--- config.mk ---
export PLATFORM = sky130hd
export DESIGN_NAME = noc_flit_interface_arbiter_mux
export DESIGN_NICKNAME = d
export VERILOG_FILES = /design/src/rtl/noc_flit_interface_arbiter_mux.sv
export SDC_FILE = /design/constraint.sdc
export NUM_CORES = 1
export LEC_CHECK = 0
export ABC_AREA = 1
export BUFFER_PORTS_ARGS = -buffer_cell sky130_fd_sc_hd__buf_2
export CAP_MARGIN = 20
export CORE_MARGIN = 2
export CORE_UTILIZATION = 27
export DETAILED_ROUTE_END_ITERATION = 16
export GPL_ROUTABILITY_DRIVEN = 0
export GPL_TIMING_DRIVEN = 0
export PLACE_DENSITY = 0.64
export SLEW_MARGIN = 20
export SYNTH_ARGS = -nofsm -noshare
export SYNTH_HDL_FRONTEND = slang
export SYNTH_SLANG_ARGS = --single-unit
--- constraint.sdc ---
create_clock -name i_clk -period 2.14 [get_ports i_clk]
set_clock_uncertainty 0.1 [all_clocks]
set_input_delay 0 -clock i_clk [delete_from_list [all_inputs] [get_ports i_clk]]
set_output_delay 0 -clock i_clk [all_outputs]
set_load 0.01 [all_outputs]
--- src/rtl/noc_flit_interface_arbiter_mux.sv ---
// Merges ENTRIES upstream flit inputs onto one sender, with a round-robin, packet-locking arbiter per VC.
// Define NOC_FLIT_MUX_OUT_REG_EN to add a one-entry output register per VC; the tail bit is flit[DATA_W-1].
module noc_flit_interface_arbiter_mux #(
   parameter int CHANNELS = 2,
   parameter int ENTRIES  = 2,
   parameter int DATA_W   = 16
) (
   input  logic                                        i_clk,
   input  logic                                        i_rst_n,
   input  logic [ENTRIES-1:0][CHANNELS-1:0]             receiver_valid,
   output logic [ENTRIES-1:0][CHANNELS-1:0]             receiver_ready,
   output logic [ENTRIES-1:0][CHANNELS-1:0]             receiver_vc_ready,
   input  logic [ENTRIES-1:0][CHANNELS-1:0][DATA_W-1:0] receiver_flit,
   output logic [CHANNELS-1:0]                          sender_valid,
   input  logic [CHANNELS-1:0]                          sender_ready,
   input  logic [CHANNELS-1:0]                          sender_vc_ready,
   output logic [CHANNELS-1:0][DATA_W-1:0]              sender_flit
);

   localparam int PTR_W    = $clog2(ENTRIES);
   localparam int TAIL_BIT = DATA_W - 1;

   typedef enum logic {IDLE = 1'b0, LOCKED = 1'b1} state_t;

   state_t                        state_q [CHANNELS];
   state_t                        state_d [CHANNELS];
   logic [PTR_W-1:0]              owner_q [CHANNELS];
   logic [PTR_W-1:0]              owner_d [CHANNELS];
   logic [PTR_W-1:0]              ptr_q   [CHANNELS];
   logic [PTR_W-1:0]              ptr_d   [CHANNELS];
   logic [PTR_W-1:0]              gnt_idx_p0 [CHANNELS];
   logic [CHANNELS-1:0]           gnt_any_p0;
   logic [CHANNELS-1:0]           arb_vld_p0;
   logic [CHANNELS-1:0]           stage_rdy_p0;
   logic [CHANNELS-1:0]           accept_p0;
   logic [CHANNELS-1:0][DATA_W-1:0] arb_flit_p0;

   function automatic logic [PTR_W-1:0] wrap_add(input logic [PTR_W-1:0] base, input int step);
      int sum;
      sum = int'(base) + step;
      if (sum >= ENTRIES) sum = sum - ENTRIES;
      return PTR_W'(sum);
   endfunction

   // Stage p0: grant selection. Scanning downward lets the lowest offset from ptr win.
   always_comb begin
      for (int c = 0; c < CHANNELS; c++) begin
         gnt_any_p0[c] = 1'b0;
         gnt_idx_p0[c] = '0;
         if (state_q[c] == LOCKED) begin
            gnt_any_p0[c] = 1'b1;
            gnt_idx_p0[c] = owner_q[c];
         end else begin
            for (int k = ENTRIES - 1; k >= 0; k--) begin
               if (receiver_valid[wrap_add(ptr_q[c], k)][c]) begin
                  gnt_any_p0[c] = 1'b1;
                  gnt_idx_p0[c] = wrap_add(ptr_q[c], k);
               end
            end
         end
      end
   end

   always_comb begin
      receiver_ready = '0;
      for (int c = 0; c < CHANNELS; c++) begin
         arb_vld_p0[c]  = gnt_any_p0[c] & receiver_valid[gnt_idx_p0[c]][c];
         arb_flit_p0[c] = receiver_flit[gnt_idx_p0[c]][c];
         accept_p0[c]   = arb_vld_p0[c] & stage_rdy_p0[c];
         for (int e = 0; e < ENTRIES; e++) begin
            if (gnt_any_p0[c] && (int'(gnt_idx_p0[c]) == e)) receiver_ready[e][c] = stage_rdy_p0[c];
         end
      end
   end

   always_comb begin
      for (int e = 0; e < ENTRIES; e++) receiver_vc_ready[e] = sender_vc_ready;
   end

   always_comb begin
      for (int c = 0; c < CHANNELS; c++) begin
         state_d[c] = state_q[c];
         owner_d[c] = owner_q[c];
         ptr_d[c]   = ptr_q[c];
         if (accept_p0[c]) begin
            if (arb_flit_p0[c][TAIL_BIT]) begin
               state_d[c] = IDLE;
               ptr_d[c]   = wrap_add(gnt_idx_p0[c], 1);
            end else if (state_q[c] == IDLE) begin
               state_d[c] = LOCKED;
               owner_d[c] = gnt_idx_p0[c];
            end
         end
      end
   end

   always_ff @(posedge i_clk or negedge i_rst_n) begin
      if (!i_rst_n) begin
         for (int c = 0; c < CHANNELS; c++) begin
            state_q[c] <= IDLE;
            owner_q[c] <= '0;
            ptr_q[c]   <= '0;
         end
      end else begin
         for (int c = 0; c < CHANNELS; c++) begin
            state_q[c] <= state_d[c];
            owner_q[c] <= owner_d[c];
            ptr_q[c]   <= ptr_d[c];
         end
      end
   end

`ifdef NOC_FLIT_MUX_OUT_REG_EN
   logic [CHANNELS-1:0]             vld_p1;
   logic [CHANNELS-1:0][DATA_W-1:0] flit_p1;

   // Stage p1: one-entry output register, refilled in the same cycle it drains.
   assign stage_rdy_p0 = ~vld_p1 | sender_ready;

   always_ff @(posedge i_clk or negedge i_rst_n) begin
      if (!i_rst_n) begin
         vld_p1  <= '0;
         flit_p1 <= '0;
      end else begin
         for (int c = 0; c < CHANNELS; c++) begin
            if (stage_rdy_p0[c]) begin
               vld_p1[c] <= arb_vld_p0[c];
               if (arb_vld_p0[c]) flit_p1[c] <= arb_flit_p0[c];
            end
         end
      end
   end

   assign sender_valid = vld_p1;
   assign sender_flit  = flit_p1;
`else
   assign stage_rdy_p0 = sender_ready;
   assign sender_valid = arb_vld_p0;
   assign sender_flit  = arb_flit_p0;
`endif

endmodule
==> summary.md <==
| Metric | Value |
|---|---|
| Outcome | finished clean |
| Via count | between 1000 and 1500 |
| Critical R2R Launch | state_q[0]$_DFFE_PN0P_ |
| Clk root buf | clkbuf_4 |
| Synth top cells by count | nand2_1, inv_1 |
| RSZ-0062 raised after global routing | no |
| Critical path type | flip-flop to output pin |
| R2r setup slk | 0.77 ns |
| Global-route wire length before repair | roughly 5000 um |
| Leak | about 1.1 nW |
| Main synth FF type | dfrtp_1 |
| Die Wd | around 64 um |
| FMAX | around 0.61 GHz |
| Yosys top cell area share | about 40% |
| Critical Path Sink Type | output pin |
| Crit Path Max Fanout | 10 |
| Detailed Place HPWL | 2546 um |
| Final wirelength | roughly 3000 um |
| Drt first pass iters | 4 |
| GRT Overall Usage | about 15% |
| Initial DRC Count | 33 |
| EDFF count, synth | 0 |
| Seq/Total Area, Yosys | 15.50% |
| Synth top area cells | nand2_1, dfrtp_1, nand2_4, inv_1, buf_4 |
| Grt met1 use | between 10% and 20% |
| Worst Setup SP | state_q[1]$_DFFE_PN0P_ |
| Sum of negative setup slack | 0 ns |
| Routing usage on met3 | under 10% |
| Design Power | 1.653 mW |
| Maximum VDD drop | roughly 0.55 mV |
| Hold_ws | slightly above 0.01 ns |
| Layout cells sized above 1 | between 40% and 50% |
| P per Cell Area | a little over 1000 nW/um^2 |
| Initial Util | roughly 29% |
| Die height | between 60 and 70 um |
| Layout overhead on the synthesized area | 69.77% |
| Nets | 371 |
| TritonCTS clock tree | yes |
| Gr busiest metal | met2 |
| Vias in the first global route | roughly 1300 |
| H-tree depth | 1 |
| Post-synth ARST share | 100.0% |
| Number of cells on the worst reg-to-reg path | 9 |
| CP endpoint | sender_flit[3] |
| Syn nets | 250 |
| Fill cells | ~370 |
| DRC | 0 |
| Period utilisation layout | around three quarters |
| # clock sinks | 6 |
| # setup viols final | 0 |
| CP arrival | 1.54 ns |
| PortBufs | 113 |
| Worst Path Required | 2.04 ns |
| Cell area after layout | between 1500 and 2000 um^2 |
| Final Max Slew Viols | 0 |
| Final hold vios | 0 |
| Gate Count Post-Synth | roughly 180 |
| Clock buffers created by TritonCTS | 3 |
| GRT Residual Overflow | 0 |
| Worst slew pin tran | a little under 0.3 ns |
| Mapped Area | just under 1000 um^2 |
| Max-slew headroom | roughly four fifths |
| Top-count cell post-synth | nand2_1 |
| Vias per inst | a little over 4 |
| Die Area | 4082 um^2 |
| Initial antenna violation count | 0 |
| Max cap viols | 0 |
| Type of origin of the critical path | flip-flop |
| Avg Inst Size Synth | roughly 5.5 um^2 |
| FP Rows | 21 |
| Yosys top cell by area | nand2_1 |
| Fin crit period | ~1.6 ns |
| Dpl cell area | 1592 um^2 |
| Reg-to-Reg End | ptr_q[0]$_DFFE_PN0P_ |
| Routed Antenna Nets | 0 |
| Worst hold path type | input pin to async pin |
| Largest net degree at the start of global routing | 11 |
| Post-DR wirelength/cell | a little under 9 um |
| Clock latency on the worst-skew pair | 0.24 ns |
| Core area | 3390 um^2 |
| Reg clk slew, reported paths | about 0.040 ns |
| Diode count | 0 |
| #FFs+latches synth | 6 |
| CTS max path bufs | 2 |
| IO Pins | 116 |
| Yosys Warn Count | 0 |
| Synth unique cells | 20 |
| Post-CTS Resized | 0 |
| GR Util met2 | roughly 29% |
-- report_power, final --
| group | total (mW) | leakage (nW) | internal, mW | switching, mW |
|---|---|---|---|---|
| registers | 0.215 | 0.0721 | 0.167 | 0.0485 |
| clock network | 0.100 | 0.0138 | 0.0632 | 0.0368 |
| logic | 1.34 | 1.00 | 0.549 | 0.789 |
| total | 1.65 | 1.09 | 0.779 | 0.874 |
-- final cells by class --
cell class	count	area (um^2)	share of cell area, %
plain buffers	10	77.57	4.718
clock buffers	3	22.52	1.370
inverters	16	60.06	3.653
multi-input cells	144	680.7	41.40
flip-flops and latches	6	150.1	9.132
well taps	46	57.56	3.501
repair buffers	116	595.6	36.23
-- cell usage in the layout (no fill, tap or decap) --
cell	Yosys	layout
a21oi_1	2	2
buf_6	2	2
o31ai_1	2	2
dfrtp_1	6	6
inv_1	14	14
o21ai_1	2	2
nand2_2	4	4
nor2_4	2	2
buf_2	2	115
nand3_2	4	4
nand2_1	102	102
nand2_4	6	6
inv_2	2	2
o21bai_1	2	2
buf_4	6	6
nand3_1	6	6
nand3b_1	2	2
clkbuf_4	0	3
nor2_1	6	6
nor2_2	2	2
dlygate4sd3_1	0	3
and2_1	2	2
-- per-layer routing --
metal,vias to the layer above,share of wire (%)
li1,765,-
met1,568,40
met2,42,53
met3,0,7.6
met4,0,0
met5,-,0
-- worst min-delay path by stage --
stage / to / cells past startpoint / slack (ns)
global placement: ptr_q[1]$_DFFE_PN0P_ / 1 / -0.27
finish: owner_q[0]$_DFFE_PN0P_ / 2 / 0.01
floorplan: owner_q[0]$_DFFE_PN0P_ / 0 / -0.40
global route: state_q[0]$_DFFE_PN0P_ / 2 / 0.009
CTS: owner_q[1]$_DFFE_PN0P_ / 2 / 0.005
detailed placement: ptr_q[0]$_DFFE_PN0P_ / 1 / -0.27
-- stage by stage --
stage | util (%) | std cells | setup slack (ns)
after floorplan | - | 176 | 0.8667
after global placement | 46.95 | 335 | 0.7345
after detailed placement | 46.95 | 335 | 0.7397
after CTS | 48.50 | 341 | 0.4769
after global routing | 48.50 | 341 | 0.3518
final | 48.50 | 341 | 0.5030
-- registers in the layout, summed over array words and instances (netlist names) --
| signal | cells |
|---|---|
| ptr_q | 2 |
| state_q | 2 |
| owner_q | 2 |
-- logic make-up after synthesis --
family,share of synthesized area (%)
AOI/OAI and AO/OA,5.167
buffers and inverters,14.21
DFF,15.50
and+or+nand+nor,65.11
-- worst max-delay path, stage by stage (launching register included) --
cell and delay, ns:
dfrtp_1 0.42, nor2_2 0.16, nand2_4 0.07, nand2_2 0.08
buf_6 0.15, buf_4 0.17, nand2_1 0.06, nand2_1 0.07
buf_2 0.12
-- timing repair --
| action | in CTS | in global routing |
|---|---|---|
| buffers inserted | 0 | 0 |
| hold endpoints to repair | 8 | 0 |
| hold buffers | 3 | 0 |
Power figures use the tool's default switching activity.
